### config.mk
export PLATFORM = sky130hd
export DESIGN_NAME = icache_dm
export DESIGN_NICKNAME = d
export VERILOG_FILES = /design/src/rtl/cpu_types_pkg.sv /design/src/rtl/icache_frame_array.sv /design/src/rtl/icache_dm.sv
export SDC_FILE = /design/constraint.sdc
export NUM_CORES = 1
export LEC_CHECK = 0
export ABC_AREA = 1
export ABC_CLOCK_PERIOD_IN_PS = 5700
export CAP_MARGIN = 30
export CORE_ASPECT_RATIO = 0.75
export CORE_UTILIZATION = 41
export DETAILED_ROUTE_END_ITERATION = 16
export HOLD_SLACK_MARGIN = 0.02
export MAX_ROUTING_LAYER = met4
export PLACE_DENSITY_LB_ADDON = 0.08
export REMOVE_ABC_BUFFERS = 1
export SLEW_MARGIN = 20
export SYNTH_ARGS = -nofsm -noshare
export SYNTH_HDL_FRONTEND = slang
export SYNTH_SLANG_ARGS = --single-unit
### constraint.sdc
create_clock -name CLK -period 5.7 [get_ports CLK]
set_input_delay 1.71 -clock CLK [delete_from_list [all_inputs] [get_ports CLK]]
set_output_delay 1.71 -clock CLK [all_outputs]
set_load 0.02 [all_outputs]
### src/rtl/cpu_types_pkg.sv
// Shared CPU types: bus words, instruction-cache address split,
// frame layout and fill FSM states.
package cpu_types_pkg;

    typedef logic [31:0] word_t;

    localparam int ICACHE_SETS  = 16;
    localparam int ICACHE_IDX_W = $clog2(ICACHE_SETS);
    localparam int ICACHE_TAG_W = 32 - ICACHE_IDX_W - 2;

    typedef struct packed {
        logic [ICACHE_TAG_W-1:0] tag;
        logic [ICACHE_IDX_W-1:0] idx;
        logic [1:0]              bytoff;
    } icachef_t;

    typedef struct packed {
        logic                    valid;
        logic [ICACHE_TAG_W-1:0] tag;
        word_t                   data;
    } icache_frame_t;

    typedef enum logic {
        IDLE = 1'b0,
        FILL = 1'b1
    } icache_state_t;

endpackage

### src/rtl/icache_frame_array.sv
// Direct-mapped frame storage: one async read port, one write port.
// Only valid bits are reset; tag/data are plain flops.
module icache_frame_array
    import cpu_types_pkg::*;
#(
    parameter  int SETS  = 16,
    localparam int IDX_W = $clog2(SETS),
    localparam int TAG_W = 32 - IDX_W - 2
) (
    input  logic             i_clk,
    input  logic             i_nrst,
    input  logic [IDX_W-1:0] i_rd_idx,
    output logic             o_rd_valid,
    output logic [TAG_W-1:0] o_rd_tag,
    output word_t            o_rd_data,
    input  logic             i_wr_en,
    input  logic [IDX_W-1:0] i_wr_idx,
    input  logic [TAG_W-1:0] i_wr_tag,
    input  word_t            i_wr_data
);

    logic [SETS-1:0]  r_valid;
    logic [TAG_W-1:0] r_tag  [SETS];
    word_t            r_data [SETS];

    always_ff @(posedge i_clk or negedge i_nrst) begin
        if (!i_nrst) begin
            r_valid <= '0;
        end else if (i_wr_en) begin
            r_valid[i_wr_idx] <= 1'b1;
        end
    end

    always_ff @(posedge i_clk) begin
        if (i_wr_en) begin
            r_tag[i_wr_idx]  <= i_wr_tag;
            r_data[i_wr_idx] <= i_wr_data;
        end
    end

    assign o_rd_valid = r_valid[i_rd_idx];
    assign o_rd_tag   = r_tag[i_rd_idx];
    assign o_rd_data  = r_data[i_rd_idx];

endmodule

### src/rtl/icache_dm.sv
// Direct-mapped read-only instruction cache with a one-word fill FSM.
// ICACHE_PERF_EN adds saturating hit/miss counters.
module icache_dm
    import cpu_types_pkg::*;
#(
    parameter  int SETS  = 16,
    localparam int IDX_W = $clog2(SETS),
    localparam int TAG_W = 32 - IDX_W - 2
) (
    input  logic  CLK,
    input  logic  nRST,
    input  logic  imemREN,
    input  word_t imemaddr,
    output logic  ihit,
    output word_t imemload,
    output logic  iREN,
    output word_t iaddr,
    input  logic  iwait,
    input  word_t iload
`ifdef ICACHE_PERF_EN
    ,
    output word_t hit_count,
    output word_t miss_count
`endif
);

    icache_state_t r_state;
    icache_state_t w_next;
    logic [29:0]   r_miss_addr;

    logic [IDX_W-1:0] w_idx;
    logic [TAG_W-1:0] w_tag;
    logic [IDX_W-1:0] w_fidx;
    logic [TAG_W-1:0] w_ftag;
    logic             w_rd_valid;
    logic [TAG_W-1:0] w_rd_tag;
    word_t            w_rd_data;
    logic             w_hit;
    logic             w_miss_start;
    logic             w_fill_done;
    logic             w_unused_bytoff;

    assign w_idx  = imemaddr[IDX_W+1:2];
    assign w_tag  = imemaddr[31:IDX_W+2];
    assign w_fidx = r_miss_addr[IDX_W-1:0];
    assign w_ftag = r_miss_addr[29:IDX_W];

    assign w_unused_bytoff = ^imemaddr[1:0];

    assign w_hit = imemREN && (r_state == IDLE)
                && w_rd_valid && (w_rd_tag == w_tag);
    assign w_miss_start = (r_state == IDLE) && imemREN && !w_hit;
    assign w_fill_done  = (r_state == FILL) && !iwait;

    icache_frame_array #(
        .SETS(SETS)
    ) u_frames (
        .i_clk      (CLK),
        .i_nrst     (nRST),
        .i_rd_idx   (w_idx),
        .o_rd_valid (w_rd_valid),
        .o_rd_tag   (w_rd_tag),
        .o_rd_data  (w_rd_data),
        .i_wr_en    (w_fill_done),
        .i_wr_idx   (w_fidx),
        .i_wr_tag   (w_ftag),
        .i_wr_data  (iload)
    );

    always_ff @(posedge CLK or negedge nRST) begin
        if (!nRST) begin
            r_state     <= IDLE;
            r_miss_addr <= '0;
        end else begin
            r_state <= w_next;
            if (w_miss_start) begin
                r_miss_addr <= imemaddr[31:2];
            end
        end
    end

    always_comb begin
        w_next = r_state;
        iREN   = 1'b0;
        iaddr  = '0;
        unique case (r_state)
            IDLE: begin
                if (w_miss_start) begin
                    w_next = FILL;
                end
            end
            FILL: begin
                iREN  = 1'b1;
                iaddr = {r_miss_addr, 2'b00};
                if (!iwait) begin
                    w_next = IDLE;
                end
            end
        endcase
    end

    assign ihit     = w_hit;
    assign imemload = w_hit ? w_rd_data : '0;

`ifdef ICACHE_PERF_EN
    word_t r_hit_count;
    word_t r_miss_count;

    always_ff @(posedge CLK or negedge nRST) begin
        if (!nRST) begin
            r_hit_count  <= '0;
            r_miss_count <= '0;
        end else begin
            if (w_hit && (r_hit_count != '1)) begin
                r_hit_count <= r_hit_count + 32'd1;
            end
            if (w_miss_start && (r_miss_count != '1)) begin
                r_miss_count <= r_miss_count + 32'd1;
            end
        end
    end

    assign hit_count  = r_hit_count;
    assign miss_count = r_miss_count;
`endif

endmodule

## Word-level counts from Yosys, hierarchy flattened

Memory sizes are Yosys's and may differ from the RTL's.
Index checks and enable logic that the tools add are counted.

| word-level totals | value |
|---|---|
| memories kept | 2 |
| bits in read-only memories | 0 |
| logic and storage cells | 31 |
| RAM bits | 928 |
| input bits | 68 |
| output and inout port bits | 66 |
| flip-flop bits (word level) | 47 |
| latch bits | 0 |

Memory list:

| memory | depth | bits a word | rd ports | clocked after memory_dff | wr ports | line | source |
|---|---|---|---|---|---|---|---|
| u_frames.r_data | 16 | 32 | 1 | 0 | 1 | icache_frame_array.sv:24 | `word_t r_data [SETS];` |
| u_frames.r_tag | 16 | 26 | 1 | 0 | 1 | icache_frame_array.sv:23 | `logic [TAG_W-1:0] r_tag [SETS];` |

| operators by class | value |
|---|---|
| reduce and logical (&&, ||, !) cells | 8 |
| div/mod/pow operators | 0 |
| magnitude comparators | 3 |
| add/sub/neg operators | 0 |
| equality and inequality tests | 1 |
| $mul | 0 |
| multiplexer cells | 12 |
| shift-type cells | 0 |
| bitwise logic cells | 2 |

Operator list:

| kind | count |
|---|---|
| $mux W32 | 2 |
| $eq A26 B26 Y1 | 1 |
| $or A16 B16 Y16 | 1 |
| $lt A4 B5 Y1 const B | 2 |
| $mux W1 | 7 |
| $logic_and A1 B1 Y1 | 6 |
| $bmux W1 S4 | 1 |
| $demux W1 S4 | 1 |
| $ge A4 B1 Y1 const B | 1 |
| $logic_not A1 Y1 | 2 |
| $pmux W1 S2 | 1 |
| $not A1 Y1 | 1 |

## Depth between registers and ports, before layout

| logic depth | value |
|---|---|
| word-level depth | 8 |
| gate-level depth with buffers | 21 |
| gate-level depth less buffers | 17 |

## Cells and area by module

From an unflattened synthesis, not the netlist that was laid out.

| unflattened totals | value |
|---|---|
| cell total of the unflattened synthesis | 4298 |
| area, all modules | 43045.0 µm² |

By module, submodules not included:

| module | area an instance (µm²) | seq. area each (µm²) | cells each | instances |
|---|---|---|---|---|
| icache_frame_array | 40363.7 | 28267.1 | 3844 | 1 |
| icache_dm | 2681.3 | 775.7 | 454 | 1 |

## Worst setup path after synthesis

OpenSTA, ideal clock, no wires.

| timing | value |
|---|---|
| path kind | input to output |
| start point | input port imemaddr[2] |
| end point | output port imemload[0] |
| required time | 3.990 ns |
| path buffers | 5 |
| slack | 0.281 ns |
| arrival time | 3.709 ns |
| stages | 9 |
| cells stage by stage | buf_4 buf_2 buf_2 clkbuf_1 clkbuf_1 a21oi_1 a221oi_1 nor3_1 nor3b_1 |

| between the ends | value |
|---|---|
| word-level cells in the longest chain between the ends | 5 |
| elaborated cells on any way between the ends | 8 |
| classes of those cells | 1 x eq/ne; 3 x mux; 2 x reduce/logical; 2 x memory |

Ends and longest elaborated chain:

| element | line | source |
|---|---|---|
| from (decl) | icache_dm.sv:13 | `input word_t imemaddr,` |
| branches (longest 4 deep; another with $mem_v2 Z16 W26) | n/a |  |
| $mux W32 (*) | icache_dm.sv:103 | `assign imemload = w_hit ? w_rd_data : '0;` |
| to (decl) | icache_dm.sv:15 | `output word_t imemload,` |

Every way passes the cells marked *. The select of a mux whose other input is x is not followed.

## Worst setup path in the final report

| timing | value |
|---|---|
| start point | input port imemaddr[2] |
| end point | output port imemload[13] |

Same word-level chain as after synthesis.

==> results.sh <==
export IMPL_die_h_um=274
export IMPL_ys_warn_count=0
export IMPL_violations="negative setup slack"
export IMPL_dp_hpwl_um=62400
export IMPL_cts_max_path_buffers=3
export IMPL_rsz0062_at_grt="yes"
export IMPL_grt_max_degree=129
export IMPL_cp_end_kind="primary output"
export IMPL_nets=3787
export IMPL_clock_power_share_pct=38.8
export IMPL_power_density_nw_per_um2=330
export IMPL_die_x_um=364
export IMPL_sequentialPowerShare_pct=52.0
export IMPL_io_buffer_count=129
export IMPL_period_needed_ns=6.02
export IMPL_antenna_found_initial=5
export IMPL_row_count=99
export IMPL_place_congestion=0.847
export IMPL_htree_num_levels=3
export IMPL_period_share_pct=106
export IMPL_worstPathCellList="buf_16 > buf_12 > clkinv_16 > buf_16 > clkbuf_16 > nand2_1 > nand3_1 > nand3_1 > nand3_2 > nand2_2 > nand2_1 > nand2_2 > nand2_2 > nor2_4 > nand3_4 > nor2_4 > buf_12 > buf_16 > buf_6 > buf_6 > nor3b_4 > buf_6"
export IMPL_p_int_mw=12.3
export IMPL_cp_arrival_ns=4.31
export IMPL_setup_ws_ns=-0.325
export IMPL_drt_iter0_markers=2481
export IMPL_synth_seq_cells=975
export IMPL_netSwitchingPower_mw=3.94
export IMPL_synth_seq_area_share_pct=72.0
export IMPL_firstDrtPassIters=5
export IMPL_viasPerCell=5.33
export IMPL_hold_violations=0
export IMPL_cp_start_kind="input port"
export IMPL_synth_largest_area_cell="edfxtp_1"
export IMPL_cp_required_ns=3.99
export IMPL_comb_power_share_pct=9.3
export IMPL_syn_inst=3434
export IMPL_cts_tree="built"
export IMPL_start_util_pct=41.4
export IMPL_numCtsBuffers=101
export IMPL_synthDistinctLibCells=35
export IMPL_stdcell_count=5124
export IMPL_critical_path_class="input port to primary output"
export IMPL_synth_area_top_cells="edfxtp_1 (69%), nand2_1 (9.8%), nand3_1 (4.1%)"
export IMPL_hold_buffers=0
export IMPL_die_area_sq_um=99600
export IMPL_relSlewSlack_pct=33.7
export IMPL_switching_share_pct=24.2
export IMPL_fmax_mhz=166
export IMPL_clk_insertion_delay_late_ns=0.68
export IMPL_slowest_delay_ns=0.20
export IMPL_outcome="finished, violations left"
export IMPL_synth_top_area_share_pct=69.1
export IMPL_hold_class="register to register"
export IMPL_drv_cap=0
export IMPL_root_buffer="clkbuf_16"
export IMPL_clkSlewWorstSetupHoldPaths_ns=0.06
export IMPL_dp_cells=4885
export IMPL_synth_avg_cell_area_sq_um=11.7
export IMPL_io_pins=134
export IMPL_grt_util_all_layers_pct=24.8
export IMPL_vias=27300
export IMPL_tightest_slew_ns=0.995
export IMPL_drcViolationCount=0
export IMPL_final_layout_size_suffix_gt1_share_pct=15.7
export IMPL_slowest_stage="nor3b_4"
export IMPL_core_area_sq_um=97400
export IMPL_grt_pass1_vias=26700
export IMPL_syn_area_sq_um=40300
export IMPL_wl_per_cell_um=23.6
export IMPL_irDropWorstVdd_v=0.000252
export IMPL_cts_sinks=975
export IMPL_slew_violations=0
export IMPL_p_leak_nw=18.6
export IMPL_clock_skew_ns=0.0252
export IMPL_gr_total_overflow=0
export IMPL_cp_max_fo=8
export IMPL_area_growth_syn_to_layout_pct=22.1
export IMPL_ant_nets=0
export IMPL_finalSetupViolCount=33
export IMPL_holdWs_ns=0.465
export IMPL_grt_pass1_wl_um=175000
export IMPL_drt_total_wl_um=121000
export IMPL_post_place_ws_ns=-0.864
## final cells by class
class | count | area, sq um
repair buffers | 393 | 4330
clock inverters | 57 | 429
inverters | 245 | 955
fillers | 8498 | 48100
repair inverters | 1 | 30.0
diodes | 7 | 17.5
multi-input cells | 2002 | 10100
well taps | 1313 | 1640
clock buffers | 131 | 2680
flip-flops and latches | 975 | 29000
## path summary, 6_finish.rpt
kind | slack, ns | end | startpoint | cells past startpoint
max in group asynchronous | 3.76 | r_state | nRST | 2
worst max-delay path | -0.32 | imemload[13] | imemaddr[2] | 22
min in group asynchronous | 0.96 | r_miss_addr[21] | nRST | 1
worst min-delay path | 0.46 | u_frames.r_valid[11] | u_frames.r_valid[11] | 2
worst max register to register | 2.65 | u_frames.r_data[10][31] | r_state | 6
worst min register to register | 0.46 | u_frames.r_valid[11] | u_frames.r_valid[11] | 2
## what timing repair did
| item | in CTS | in global routing |
|---|---|---|
| buffers inserted | 16 | 14 |
| gates cloned | 10 | 8 |
| pin swaps | 10 | 42 |
| gates resized for setup | 244 | 109 |
| endpoints found under the setup margin | 33 | 33 |
## placed cells by master (no fill, tap or decap), drive strengths merged, types with 5 or more instances in the layout
cell	instances
dfrtp	47
nor3	31
o211ai	26
a21oi	232
nor3b	32
clkbuf	139
a221oi	82
a32o	5
inv	249
a311oi	20
nand3	332
bufinv	6
clkinv	48
a221o	8
diode	7
clkdlybuf4s50	91
edfxtp	928
a31oi	8
o21ai	44
a211oi	5
nor2	108
or2	7
nand2	1055
buf	292
## worst max-delay path: cells and delay by family
kind / cells / cell delay [ns]
simple gates: 12 / 1.25
buf+inv: 10 / 1.31
## cells by family after synthesis
| kind of cell | synth area share (%) |
|---|---|
| buf+inv | 4.77 |
| other cells | 0.00930 |
| flops | 72.0 |
| compound gates | 6.68 |
| simple gates | 16.5 |
## synth_stat cells, drive strengths merged
library cell / number
nor2: 108
nor3b: 32
inv: 244
a21oi: 232
buf: 115
nand4: 2
a311oi: 20
a31oi: 8
nand3: 332
conb: 1
nand2: 1055
edfxtp: 928
clkinv: 1
a221oi: 82
a221o: 8
nand3b: 2
a32o: 5
o21ai: 44
nor3: 31
dfrtp: 47
or2: 7
a211oi: 5
clkbuf: 98
nor2b: 1
o211ai: 26
## power by group through the flow
stage               Combinational (mW)  Sequential (mW)  Clock, mW
floorplan                        0.629             8.51          0
global placement                  1.36             8.57          0
detailed placement                1.38             8.59          0
CTS                               1.45             8.44       6.43
global route                      1.64             8.47       6.70
finish                            1.51             8.45       6.31
## registers in the layout (all words and copies together), names as in the netlist
register / flops
u_frames.r_tag: 416
r_state: 1
u_frames.r_data: 512
u_frames.r_valid: 16
r_miss_addr: 30
## through the flow
step,power (mW),setup TNS (ns),cell area [sq um],utilization (%)
2_1_floorplan,9.14,-137.18,39300,-
3_3_place_gp,9.93,-24.14,44600,45.8
3_5_place_dp,9.97,-24.23,44600,45.8
4_1_cts,16.3,-8.28,48600,49.9
5_1_grt,16.8,-9.39,49200,50.6
6_report,16.3,-5.52,49200,50.6
## metal layers
| layer | vias up | part of all wire (%) | routed length [um] | track usage (%) |
|---|---|---|---|---|
| li1 | 12600 | - | - | - |
| met1 | 13700 | 45 | 54300 | 34.0 |
| met5 | - | 0 | 0 | - |
| met3 | 166 | 5.7 | 6840 | 3.60 |
| met4 | 0 | 2.0 | 2390 | 6.49 |
| met2 | 848 | 47 | 57100 | 38.9 |
Note: power is estimated with default switching activity, not from simulation.
